<file path="config.mk">
export PLATFORM = sky130hd
export DESIGN_NAME = scomp_mem_arbiter
export DESIGN_NICKNAME = d
export VERILOG_FILES = /design/src/rtl/scomp_pkg.sv /design/src/rtl/rr_arb2.sv /design/src/rtl/scomp_mem_arbiter.sv
export SDC_FILE = /design/constraint.sdc
export NUM_CORES = 1
export LEC_CHECK = 0
export ABC_CLOCK_PERIOD_IN_PS = 1200
export CORE_MARGIN = 3
export CORE_UTILIZATION = 30
export CTS_CLUSTER_SIZE = 20
export DETAILED_ROUTE_END_ITERATION = 8
export PLACE_DENSITY = 0.78
export REMOVE_ABC_BUFFERS = 1
export SYNTH_ARGS = -nofsm -noshare
export SYNTH_HDL_FRONTEND = slang
export SYNTH_SLANG_ARGS = --single-unit
export TNS_END_PERCENT = 10
</file>
<file path="constraint.sdc">
create_clock -name clock -period 1.2 [get_ports clock]
set_input_delay 0.18 -clock clock [delete_from_list [all_inputs] [get_ports clock]]
set_output_delay 0.18 -clock clock [all_outputs]
set_load 0.02 [all_outputs]
</file>
<file path="src/rtl/scomp_pkg.sv">
// Shared widths and state encodings for the simple-computer memory arbiter.
package scomp_pkg;
    localparam int ADDR_W = 8;
    localparam int DATA_W = 16;

    typedef enum logic {OWN_CPU = 1'b0, OWN_DBG = 1'b1} owner_t;
    typedef enum logic {ARB = 1'b0, DBG_LOCKED = 1'b1} arb_state_t;
endpackage

</file>
<file path="src/rtl/rr_arb2.sv">
// Two-way round-robin picker; bit 0 is the CPU, bit 1 the debug port.
module rr_arb2
    import scomp_pkg::*;
(
    input  logic [1:0] req,
    input  owner_t     last_owner,
    input  logic       force_dbg,
    output logic [1:0] gnt
);

    always_comb begin
        gnt = 2'b00;
        if (force_dbg)
            gnt[1] = req[1];
        else if (&req)
            gnt = (last_owner == OWN_DBG) ? 2'b01 : 2'b10;
        else
            gnt = req;
    end

endmodule

</file>
<file path="src/rtl/scomp_mem_arbiter.sv">
// Shares a single-port synchronous RAM between the CPU and the debug loader,
// with a debug lock and an owner-tagged read-return pipeline.
module scomp_mem_arbiter #(
    parameter int ADDR_W = scomp_pkg::ADDR_W,
    parameter int DATA_W = scomp_pkg::DATA_W
) (
    input  logic              clock,
    input  logic              reset,
    input  logic              cpu_req,
    input  logic              cpu_we,
    input  logic [ADDR_W-1:0] cpu_addr,
    input  logic [DATA_W-1:0] cpu_wdata,
    output logic              cpu_gnt,
    output logic              cpu_rvalid,
    output logic [DATA_W-1:0] cpu_rdata,
    input  logic              dbg_req,
    input  logic              dbg_we,
    input  logic [ADDR_W-1:0] dbg_addr,
    input  logic [DATA_W-1:0] dbg_wdata,
    output logic              dbg_gnt,
    output logic              dbg_rvalid,
    output logic [DATA_W-1:0] dbg_rdata,
    input  logic              dbg_lock,
    output logic [ADDR_W-1:0] ram_addr,
    output logic [DATA_W-1:0] ram_wdata,
    output logic              ram_we,
    input  logic [DATA_W-1:0] ram_q
);
    import scomp_pkg::*;

    // Stage 0 loads at acceptance, stage STAGES lines up with ram_q.
    localparam int STAGES = 1;

    typedef struct packed {
        logic              we;
        logic [ADDR_W-1:0] addr;
        logic [DATA_W-1:0] wdata;
    } mem_req_t;

    arb_state_t        state;
    owner_t            last_owner;
    logic [1:0]        pick;
    logic              cpu_acc, dbg_acc, acc;
    mem_req_t          win;
    logic [STAGES:0]   vld_pipe;
    logic [STAGES:0]   own_pipe;   // 1 = debug owns the read

    rr_arb2 u_rr (
        .req       ({dbg_req, cpu_req}),
        .last_owner(last_owner),
        .force_dbg (state == DBG_LOCKED),
        .gnt       (pick)
    );

    assign cpu_gnt = reset & pick[0];
    assign dbg_gnt = reset & pick[1];
    assign cpu_acc = cpu_req & cpu_gnt;
    assign dbg_acc = dbg_req & dbg_gnt;
    assign acc     = cpu_acc | dbg_acc;

    always_comb begin
        win = '{we: cpu_we, addr: cpu_addr, wdata: cpu_wdata};
        if (dbg_acc)
            win = '{we: dbg_we, addr: dbg_addr, wdata: dbg_wdata};
    end

    always_ff @(posedge clock) begin
        if (!reset) begin
            state      <= ARB;
            last_owner <= OWN_DBG;
            ram_addr   <= '0;
            ram_wdata  <= '0;
            ram_we     <= 1'b0;
            vld_pipe   <= '0;
            own_pipe   <= '0;
        end else begin
            case (state)
                ARB:        if (dbg_acc && dbg_lock) state <= DBG_LOCKED;
                DBG_LOCKED: if (!dbg_lock) state <= ARB;
                default:    state <= ARB;
            endcase

            if (cpu_acc)
                last_owner <= OWN_CPU;
            else if (dbg_acc)
                last_owner <= OWN_DBG;

            // Address and data hold across idle cycles; only the enable drops.
            if (acc) begin
                ram_addr  <= win.addr;
                ram_wdata <= win.wdata;
                ram_we    <= win.we;
            end else begin
                ram_we    <= 1'b0;
            end

            vld_pipe <= {vld_pipe[STAGES-1:0], acc & ~win.we};
            own_pipe <= {own_pipe[STAGES-1:0], dbg_acc};
        end
    end

    assign cpu_rvalid = reset & vld_pipe[STAGES] & ~own_pipe[STAGES];
    assign dbg_rvalid = reset & vld_pipe[STAGES] &  own_pipe[STAGES];
    assign cpu_rdata  = ram_q;
    assign dbg_rdata  = ram_q;

endmodule

</file>
==> results.md <==
- CTS Sinks: 31
- Placement row count: 26
- Antenna diodes: 0
- Design Power: 2.670 mW
- Power per cell area: 1080 nW/um^2
- Die W: 79.72 um
- Share of cells above drive strength 1: 19.52%
- Most frequent cells in the layout: clkdlybuf4s50_1 (51), dfxtp_1 (29), dlygate4sd2_1 (26)
- CP max stage cell: dfxtp_2
- Lkg Pwr: between 1 and 1.5 nW
- Reg clk slew, reported paths: 0.07 ns
- Worst-path maximum fanout: 4
- HPWL Detailed: about 3.7 mm
- Setup crit end kind: output port
- Clk buf depth: 2
- Nets: 281
- Largest net degree at the start of global routing: 26
- Average cell area after synthesis: 11.02 um^2
- Violated checks: setup timing
- Number of global-route vias before repair: 1,541
- Routed vias/inst: ~5.3
- Core ar.: 5172 um^2
- Share of the synthesized area in the top cell type: 38.07%
- Crit-path cells: buf_6 > nor2b_4 > o211a_1 > buf_6
- CTS tree: yes
- Cells after DPL: 265
- Tot GR Track Use: 17.22%
- Synthesized flop and latch total: 31
- RR Startpoint: state
- Synth-to-Final Area Change: 51.65%
- Yosys top cell by area: dfxtp_1
- Number of max-cap violations: 0
- R2R Setup Slk: -0.16 ns
- Die Ht: 79.72 um
- Cell mode on critical path: buf_6
- Fin. max-slew vios: 0
- Hold path startpoint: ram_q[11]
- Post-Route WL: between 5 and 6 mm
- R2R depth: 6
- Initial antenna violation count: 0
- CP max stage delay: 0.32 ns
- Top post-synthesis cells by area: dfxtp_1 (38%), o2111a_1 (17%), buf_4 (16%)
- Fin crit share: 113.9%
- Final setup vio count: 28
- Worst Hold Path Cells: 0
- Worst-Margin Slew: 0.3915 ns
- Placer Congestion: ~0.67
- RSZ-0062 raised after global routing: yes
- Final std cells w/o fill: 280
- Post-route ant nets: 0
- Buffers added on ports: 83
- Number of detailed-route iterations in the first pass: 4
- Synth warn: 0
- Depth of the CTS H-tree: 2
- Max Clock Skew: 0.007258 ns
- Hold Path End: cpu_rdata[11]
- Cell variety after synth: 22
- Setup crit start kind: register
- Post-Place Cell Area: 2295 um^2
- Relative slew margins: 73.90%
- Post-Syn Area: about 1600 um^2
- VDD IR-drop max: around 460 uV
- Routed len/inst: 19.35 um
- Initial Util: 31.52%
- WP data required: 1.02 ns
- DRC marker count from the first detailed-route iteration: 66
- CP Class: reg -> out
- Inserted Clock Buffers: 5
- Final hold vios: 0
- Crit path DAT: between 1 and 1.5 ns
- DRC Markers: 0
- Final Instance Area: 2472 um^2
- Commonest non-fill, non-tap cell in the layout: clkdlybuf4s50_1
- Worst hold slack: 0.3601 ns
- First-pass GRT wire length: 8.107 mm
- Tmin final: 1.367 ns
- Hold_buf cts: 0
- GRT overflow: 0
- CTS Root Cell: clkbuf_8
- F_max: 0.7315 GHz
- Reg-to-reg endpoint: ram_wdata[4]
- Status: finished, violations left
- CP top delay family: flip-flops
- Buf/Inv on CP: 2
- Final worst slack: -0.1671 ns
- Mapped Cells: approximately 150
- Worst-Skew Late Latency: roughly 0.28 ns
- Via count: 1,488
- Post-synthesis sequential area ratio: a little under two fifths
- Die ar.: 6355 um^2
- I/O pin cnt: 132
- Hold Path Class: in -> out
cell usage after synthesis:
master / number
o211a_1: 2
a221o_1: 24
nand2_2: 1
and3b_1: 1
o2111a_1: 24
a21oi_1: 1
buf_2: 4
nor2_4: 1
and3b_4: 1
and3_1: 1
or3b_1: 1
clkbuf_1: 5
buf_6: 4
nor2b_1: 1
nor2_1: 3
o21ai_0: 3
nand2_1: 1
nor3b_4: 1
buf_4: 35
and2_1: 2
inv_4: 1
dfxtp_1: 31
routing by layer:
metal | share of wire (%) | vias to the layer above | wire length (um) | track usage (%)
met1 | 43 | 712 | 2355 | 21.43
met4 | 1.8 | 0 | 97 | 7.904
met3 | 11 | 10 | 591 | 8.239
li1 | - | 679 | - | -
met5 | 0 | - | 0 | 5.455
met2 | 44 | 87 | 2374 | 24.37
power by group:
part	switching, mW	total [mW]	internal [mW]	leakage, nW
combinational	0.309	0.690	0.381	0.764
sequential	0.0430	1.16	1.11	0.257
clock	0.374	0.824	0.449	0.0470
total	0.727	2.67	1.94	1.07
sequential cells by signal, summed over array words and instances (netlist names):
name / count
own_pipe: 2
last_owner: 1
vld_pipe: 2
ram_wdata: 16
ram_addr: 8
ram_we: 1
state: 1
logic make-up (layout without fill, tap and decap cells):
group,Yosys count,count (layout),share of synthesized area (%)
buf+inv,49,110,21.64
flops,31,31,38.07
simple gates,14,15,6.524
compound gates,54,54,33.77
what timing repair did:
item	CTS	global route
gates resized for setup	59	6
setup endpoints to repair	56	30
cloned	1	0
setup buffers	6	1
pin swaps	29	1
endpoints found under the hold margin	0	0
area by class of cell:
| class | count | area (um^2) |
|---|---|---|
| well taps | 70 | 87.58 |
| clock inverters | 1 | 5.005 |
| inverters | 1 | 6.256 |
| multi-input cells | 69 | 685.7 |
| repair buffers | 102 | 982.2 |
| flip-flops and latches | 31 | 623.1 |
| clock buffers | 6 | 82.58 |
| fillers | 505 | 2700 |
how the worst max path moves through the flow:
stage               startpoint           end  slack [ns]  depth (start not counted)
floorplan                state   ram_addr[0]       -0.79                          3
global placement       cpu_req  ram_wdata[4]       -0.72                          4
detailed placement     cpu_req  ram_wdata[1]       -0.80                          4
CTS                      state        ram_we       -0.13                          6
global route             state       cpu_gnt       -0.21                          4
finish                   state       cpu_gnt       -0.17                          4
stage by stage:
stage | TNS (ns) | util (%) | worst slack (ns)
floorplan | -21.04 | - | -0.7859
global placement | -21.17 | 44.36 | -0.7184
detailed placement | -22.96 | 44.36 | -0.7952
CTS | -2.503 | 47.48 | -0.1298
global route | -5.142 | 47.80 | -0.2122
finish | -3.719 | 47.80 | -0.1671
No activity file was read; power rests on OpenSTA's default activity.
